**config.mk**
```make
export PLATFORM = sky130hd
export DESIGN_NAME = instruction_fetch_unit
export DESIGN_NICKNAME = d
export VERILOG_FILES = /design/src/rtl/instruction_fetch_unit.sv
export SDC_FILE = /design/constraint.sdc
export NUM_CORES = 1
export LEC_CHECK = 0
export CAP_MARGIN = 10
export CORE_MARGIN = 2
export CORE_UTILIZATION = 47
export CTS_BUF_LIST = sky130_fd_sc_hd__clkbuf_8 sky130_fd_sc_hd__clkbuf_16
export CTS_CLUSTER_DIAMETER = 200
export DETAILED_ROUTE_END_ITERATION = 8
export PLACE_DENSITY = 0.87
export SYNTH_ARGS = -nofsm -noshare
export SYNTH_HDL_FRONTEND = slang
export SYNTH_SLANG_ARGS = --single-unit
export TNS_END_PERCENT = 20
```
**constraint.sdc**
```tcl
create_clock -name clk -period 2.05 [get_ports clk]
set_input_delay 0.41 -clock clk [delete_from_list [all_inputs] [get_ports clk]]
set_output_delay 0.41 -clock clk [all_outputs]
set_load 0.005 [all_outputs]
```
**src/rtl/instruction_fetch_unit.sv**
```systemverilog
// Fetch stage: program counter, instruction MAR, imem request/ack handshake and
// instruction register feeding the control unit.
module instruction_fetch_unit #(
    parameter int unsigned ADDR_W   = 8,
    parameter int unsigned DATA_W   = 16,
    parameter int unsigned RESET_PC = 0,
    parameter int unsigned TIMEOUT  = 15
) (
    input  logic              clk,
    input  logic              reset,
    input  logic              signal_PC,
    input  logic              signal_PC_sel,
    input  logic              signal_I_MAR,
    input  logic              signal_read_I_mem,
    input  logic              signal_IR,
    output logic [ADDR_W-1:0] imem_addr,
    output logic              imem_req,
    input  logic              imem_ack,
    input  logic [DATA_W-1:0] imem_rdata,
    output logic [DATA_W-1:0] instruction,
    output logic [ADDR_W-1:0] pc,
    output logic              fetch_busy,
    output logic              fetch_err
);

    localparam int unsigned WD_W = $clog2(TIMEOUT + 1);

    typedef enum logic [0:0] {
        IDLE = 1'b0,
        REQ  = 1'b1
    } state_e;

    state_e            state_q, state_d;
    logic [ADDR_W-1:0] pc_q, pc_d;
    logic [ADDR_W-1:0] mar_q, mar_d;
    logic [DATA_W-1:0] instr_q, instr_d;
    logic              ir_armed_q, ir_armed_d;
    logic [WD_W-1:0]   wdog_q, wdog_d;
    logic              err_q, err_d;
    logic              req_q, req_d;

    logic [ADDR_W-1:0] target;
    logic [ADDR_W-1:0] addr_sel;
    logic [WD_W-1:0]   wdog_inc;

    // Jump target comes from the IR as it stood before this edge.
    assign target   = instr_q[ADDR_W-1:0];
    assign addr_sel = (signal_PC && signal_PC_sel) ? target : pc_q;
    assign wdog_inc = wdog_q + WD_W'(1);

    // Next-state, PC/MAR update, IR capture and watchdog.
    always_comb begin
        state_d    = state_q;
        pc_d       = pc_q;
        mar_d      = mar_q;
        instr_d    = instr_q;
        ir_armed_d = ir_armed_q | signal_IR;
        wdog_d     = wdog_q;
        err_d      = err_q;

        // PC keeps moving even while a read is outstanding.
        if (signal_PC) begin
            pc_d = addr_sel + ADDR_W'(1);
        end

        case (state_q)
            IDLE: begin
                if (signal_I_MAR) begin
                    mar_d = addr_sel;
                end
                if (signal_read_I_mem) begin
                    state_d = REQ;
                    wdog_d  = '0;
                end
            end
            REQ: begin
                // MAR is frozen here so imem_addr stays stable for the whole request.
                if (imem_ack) begin
                    state_d    = IDLE;
                    wdog_d     = '0;
                    ir_armed_d = 1'b0;
                    if (ir_armed_q || signal_IR) begin
                        instr_d = imem_rdata;
                    end
                end else if (wdog_inc == WD_W'(TIMEOUT)) begin
                    state_d    = IDLE;
                    wdog_d     = '0;
                    ir_armed_d = 1'b0;
                    err_d      = 1'b1;
                end else begin
                    wdog_d = wdog_inc;
                end
            end
            default: begin
                state_d = IDLE;
            end
        endcase

        req_d = (state_d == REQ);
    end

    // State registers with synchronous active-low reset.
    always_ff @(posedge clk) begin
        if (!reset) begin
            state_q    <= IDLE;
            pc_q       <= ADDR_W'(RESET_PC);
            mar_q      <= ADDR_W'(RESET_PC);
            instr_q    <= '0;
            ir_armed_q <= 1'b0;
            wdog_q     <= '0;
            err_q      <= 1'b0;
            req_q      <= 1'b0;
        end else begin
            state_q    <= state_d;
            pc_q       <= pc_d;
            mar_q      <= mar_d;
            instr_q    <= instr_d;
            ir_armed_q <= ir_armed_d;
            wdog_q     <= wdog_d;
            err_q      <= err_d;
            req_q      <= req_d;
        end
    end

    assign imem_addr   = mar_q;
    assign imem_req    = req_q;
    assign fetch_busy  = req_q;
    assign instruction = instr_q;
    assign pc          = pc_q;
    assign fetch_err   = err_q;

endmodule
```
==> impl_metrics.yaml, run 1 <==
logic_synthesis:
  synth_top_area_share_pct: 39.8
  async_flop_share_pct: 0
  synth_cells: 214
  postSynthRegisterBits: 39
  synthesis.area_um2: 1960
  synth_top_family_by_area: "simple AND/OR/NAND/NOR gates"
  syn-num-nets: 241
  yosys.area.top_type: "dfxtp_1"
  synth_flop_cell: "dfxtp_1"
  synthSimpleGateAreaFrac_pct: 23.2
  synth_edf_count: 0
  synth_fa_ha_area_share_pct: 1.92
  yosysWarnings: 0
  muxShareOfSynthArea_pct: 6.39
  synth-xor-area-share_pct: 1.79
  synth_commonest_cells: "nand2_1, dfxtp_1, a21boi_0"
  synth_area_leaders: "dfxtp_1, nand2_1, a21boi_0"
  ys_types: 47
  ys_seq_area_share_pct: 39.8
  yosysMostFrequentCell: "nand2_1"
  synth_compound_area_share_pct: 22.2
  synth.avg_cell_area_um2: 9.16
clock_tree:
  clk_pin_slew_ns: 0.08
  tritoncts: "yes"
  htreeDepth: 2
  insertion_delay_ns: 0.30
  clock_path_buffers: 2
  cts_setup_buffers: 0
  post_cts_resized: 0
  cts_sinks: 39
  ctsHoldBuffers: 0
  cts-root-buf: "clkbuf_8"
  cts_made_buffers: 5
worst_setup_path:
  crit_chain: "clkdlybuf4s50_1 > nand2_2 > mux2_2 > ha_1 > inv_1 > nor4_2 > xor2_1 > o21ai_1"
  start_kind: "primary input"
  worstPathArrival_ns: 2.09
  cp_slowest_stage_delay_ns: 0.50
  path_class: "in2reg"
  timing.rr.start: "wdog_q[0]"
  reg2reg_depth: 5
  crit_fanout: 5
  path_delay_family: "buffers and inverters"
  r2r_end: "wdog_q[2]"
  r2r_slack_ns: 0.34
  cp.buffers_inverters: 2
  slowest_stage: "clkdlybuf4s50_1"
  cp.required_ns: 2.24
  endpoint_kind: "flip-flop"
sta:
  finalSetupViolations: 0
  relSlewSlack_pct: 66.9
  fin_crit_ns: 1.90
  hold_viol: 0
  min_period_over_period_pct: 92.8
  rsz0062_at_grt: "no"
  clock_skew_ns: 0.00530
  setup_ws_ns: 0.148
  worst_pin_slew_ns: 0.486
  finalMaxSlewViolations: 0
  fmax_mhz: 526
routing:
  vias: 1771
  avgViaCountPerCell: 5.35
  ant_nets: 0
  wire_per_inst_um: 13.9
  drt_pass1_iterations: 4
  route.detailed.drc: 0
  wl_mm: 4.60
  first_iter_violations: 98
global_routing:
  grt_pass1_vias: 1621
  grt-ovfl-total: 0
  use_met1_pct: 25.8
  grt_max_degree: 19
  use_met3_pct: 8.12
  antenna_found_initial: 0
  grt_pass1_wl_mm: 7.26
  grt_use_met2_pct: 33.5
  grtUsageTotal_pct: 21.0
  busiest_layer: "met2"
hold_path:
  holdPathEnd: "instruction[9]"
  min_from: "instruction[9]"
  min_path_cells: 2
  min_path_type: "reg2reg"
floorplan:
  io_pins: 59
  die-area_um2: 4700
  die_x_um: 68.6
  core_um2: 4000
  initial_core_util_pct: 49.0
  die_height_um: 68.6
  row_count: 23
power_and_ir_drop:
  power_leakage_uw: 0.00108
  power_uw: 1620
  vdd_ir_drop_max_v: 0.000472
  power.density_nw_per_um2: 591
layout:
  drive_gt1_share_pct: 12.5
  area_growth_pct: 40.2
  finish.instance_area_um2: 2750
  diodes: 0
  nFillCells: 321
  nets: 307
outcome:
  outcome: "finished clean"
place:
  dp_slack_ns: -0.122
  gp_congestion: 0.802
  dp_hpwl_mm: 3.37
  post_dp_cell_area_um2: 2640
  io_buffers: 58
flow_run:
  drv_cap: 0
## final cells by class
cell class              count  area, um^2  area share, %
flip-flops and latches     39         781           28.4
clock inverters             1        7.51          0.273
repair buffers             73         693           25.2
clock buffers               7        96.3           3.51
well taps                  50        62.6           2.28
inverters                   5        18.8          0.683
multi-input cells         156        1090           39.6
## cells in the final DEF (no fill, tap or decap), types with 2 or more instances in the layout
master	n
clkbuf_8	7
nor2_1	2
clkdlybuf4s50_1	58
and2_1	2
nor3_1	2
o211a_1	8
inv_1	5
nand2_1	45
nand3b_1	5
nand2b_1	5
buf_4	15
o211ai_1	2
xnor2_1	2
nand2_2	2
xor2_1	2
nand4_1	2
ha_1	3
a31oi_4	2
o21ai_0	7
a21o_1	2
nor4bb_1	2
dfxtp_1	39
nor2b_1	5
a21boi_1	2
o21ai_1	2
a21boi_0	17
mux2i_1	10
nand3_1	6
## registers in the layout (all words and copies together) (netlist names)
name	count
instruction	16
imem_addr	8
pc	8
wdog_q	4
fetch_busy	1
fetch_err	1
ir_armed_q	1
## tightest hold or removal path: cells and delay by family (launching register included)
kind               cells  cell delay (ns)
DFF                    1             0.32
and+or+nand+nor        1             0.05
AOI/OAI and AO/OA      1             0.06
## metal layers
layer | up-vias | wire length [um]
met1 | 829 | 2100
met3 | 4 | 324
met4 | 0 | 38
met2 | 54 | 2140
met5 | - | 0
li1 | 884 | -
## power by group
group	total [uW]	internal, uW	leakage (uW)	switching (uW)
Sequential	812	785	0.000317	27.0
Combinational	232	140	0.000711	91.6
Clock	579	306	0.0000505	273
## stage by stage
stage,std cells,hold slack [ns],setup TNS (ns),util (%)
after floorplan,214,0.460,0,-
after global placement,323,0.449,-0.194,66.1
after detailed placement,323,0.461,-0.344,66.1
after CTS,331,0.475,0,68.7
after global routing,331,0.507,0,68.7
final,331,0.470,0,68.7
## cells by family after synthesis
| logic type | count (synthesis) |
|---|---|
| mux | 12 |
| flops | 39 |
| compound gates | 51 |
| fa+ha+maj | 3 |
| xor+xnor | 4 |
| simple gates | 86 |
| buf+inv | 19 |
## worst max path at each step
stage               slack, ns     startpoint  cells after the start  endpoint
floorplan                0.35  signal_PC_sel                      8     pc[6]
global placement        -0.08  signal_PC_sel                      8     pc[6]
detailed placement      -0.12  signal_PC_sel                      8     pc[6]
CTS                      0.16  signal_PC_sel                      8     pc[6]
global route             0.05  signal_PC_sel                      8     pc[6]
finish                   0.15  signal_PC_sel                      8     pc[6]
Power figures use the tool's default switching activity.
==> run 2: changes to the inputs <==
CELL_PAD_IN_SITES_DETAIL_PLACEMENT = 0   (was unset)
CELL_PAD_IN_SITES_GLOBAL_PLACEMENT = 1   (was unset)
CORE_UTILIZATION = 34   (was 47)
GPL_TIMING_DRIVEN = 0   (was unset)
PLACE_DENSITY = 0.85   (was 0.87)
==> run 2 against run 1 <==
Net effect:
- register-to-register slack got worse by 0.04 ns
- global-route usage is 5.9 points lower
- setup slack lost 0.039 ns
- routed wire length up 0.63%
- flip-flop and latch count is the same
- clock skew rose by 0.0040 ns
- critical path type unchanged
- via count down 3.2%
- fmax decreased by 2.0%
- combinational power about the same
- non-clock buffer count is 1 lower
- core utilization down 19 points
- highest routed layer unchanged
- critical endpoint is now pc[4]
==> impl_metrics.yaml, run 2 (synthesized netlist as in run 1, its figures left out) <==
floorplan:
  io_pins: 59
  die_x_um: 79.9
  die-area_um2: 6390
  die_height_um: 79.9
  initial_core_util_pct: 35.4
  row_count: 27
  core_um2: 5540
sta:
  finalSetupViolations: 0
  worst_pin_slew_ns: 0.620
  fmax_mhz: 515
  relSlewSlack_pct: 58.5
  clock_skew_ns: 0.00934
  finalMaxSlewViolations: 0
  timing.hold.ws_ns: 0.462
  hold_viol: 0
  min_period_over_period_pct: 94.7
  rsz0062_at_grt: "no"
  fin_crit_ns: 1.94
layout:
  nets: 306
  finish.instance_area_um2: 2740
  register_area_um2: 781
  nFillCells: 552
  drive_gt1_share_pct: 9.64
  multi_input_area_um2: 1090
  final_cell_mix: "clkdlybuf4s50_1, nand2_1, dfxtp_1"
  finalCoreUtilization_pct: 49.5
  largest_reg_flops: 16
  diodes: 0
  area_growth_pct: 39.9
  layout_commonest_cell: "clkdlybuf4s50_1"
worst_setup_path:
  cp_slowest_stage_delay_ns: 0.45
  crit_chain: "clkdlybuf4s50_1 > nand2_2 > buf_12 > mux2_2 > ha_1 > inv_2 > nor3_1 > nand3b_1 > a21boi_1"
  cp.required_ns: 2.27
  slowest_stage: "clkdlybuf4s50_1"
  endpoint_kind: "flip-flop"
  path_delay_family: "buffers and inverters"
  crit_fanout: 10
  worstPathArrival_ns: 2.16
  start_kind: "primary input"
  cp.buffers_inverters: 3
  path_class: "in2reg"
place:
  post_dp_cell_area_um2: 2620
  gp_congestion: 0.800
  dp_hpwl_mm: 3.45
  io_buffers: 57
clock_tree:
  cts_sinks: 39
  clk_pin_slew_ns: 0.07
  insertion_delay_ns: 0.29
  htreeDepth: 2
  tritoncts: "yes"
  clock_path_buffers: 2
  cts-root-buf: "clkbuf_8"
  cts_made_buffers: 5
  ctsHoldBuffers: 0
global_routing:
  grt_pass1_vias: 1535
  grt-ovfl-total: 0
  use_met1_pct: 21.0
  grt_pass1_wl_mm: 7.54
  use_met3_pct: 3.85
  antenna_found_initial: 0
  busiest_layer: "met2"
  grt_max_degree: 12
  grtUsageTotal_pct: 15.1
  grt_use_met2_pct: 22.7
flow_run:
  drv_cap: 0
routing:
  wl_mm: 4.62
  route.detailed.drc: 0
  wire_per_inst_um: 13.1
  ant_nets: 0
  drt_pass1_iterations: 4
  first_iter_violations: 133
  avgViaCountPerCell: 4.87
  vias: 1714
power_and_ir_drop:
  vdd_ir_drop_max_v: 0.000305
  power_leakage_uw: 0.00105
  power.density_nw_per_um2: 585
  power_uw: 1600
hold_path:
  min_path_type: "reg2reg"
outcome:
  outcome: "finished clean"
## run 2: timing repair
item	in CTS	in global routing
setup buffers	0	1
resized for setup	0	6
endpoints found under the setup margin	1	4
pin swaps	1	2
## run 2: metal layers
metal / wire (um) / vias up
met5: 0 / -
met4: 53 / 0
met3: 208 / 4
met2: 1980 / 41
met1: 2380 / 785
li1: - / 884
## run 2: report_power, final
part           total [uW]  switching (uW)  internal (uW)  leakage (uW)
combinational         230            93.8            136      0.000677
clock                 563             261            302     0.0000557
sequential            810            25.3            785      0.000317
total                1600             380           1220       0.00105
## run 2: final timing paths
kind,startpoint,end,slack (ns),cells past startpoint
worst min register to register,instruction[8],instruction[8],0.46,2
worst min-delay path,instruction[8],instruction[8],0.46,2
worst max-delay path,signal_PC,pc[4],0.11,9
worst max register to register,wdog_q[0],wdog_q[2],0.30,5
## run 2: through the flow
stage               setup TNS (ns)  setup WS (ns)  instances
finish                           0          0.109        352
global route                     0        0.00700        352
CTS                              0         0.0251        351
detailed placement           -2.36         -0.340        343
global placement             -1.92         -0.333        343
floorplan                        0          0.346        214
## run 2: worst min-delay path: stages, from the launching register on
cell	delay (ns)
dfxtp_1	0.31
nand2_1	0.04
a21boi_0	0.06
## run 2: cell type report
class | instances | share of cell area (%)
clock buffer | 7 | 3.51
buffer | 14 | 2.97
timing repair buffer | 58 | 21.1
sequential | 39 | 28.5
inverter | 5 | 0.685
tap | 72 | 3.29
multi-input combinational | 156 | 39.8
clock inverter | 1 | 0.137
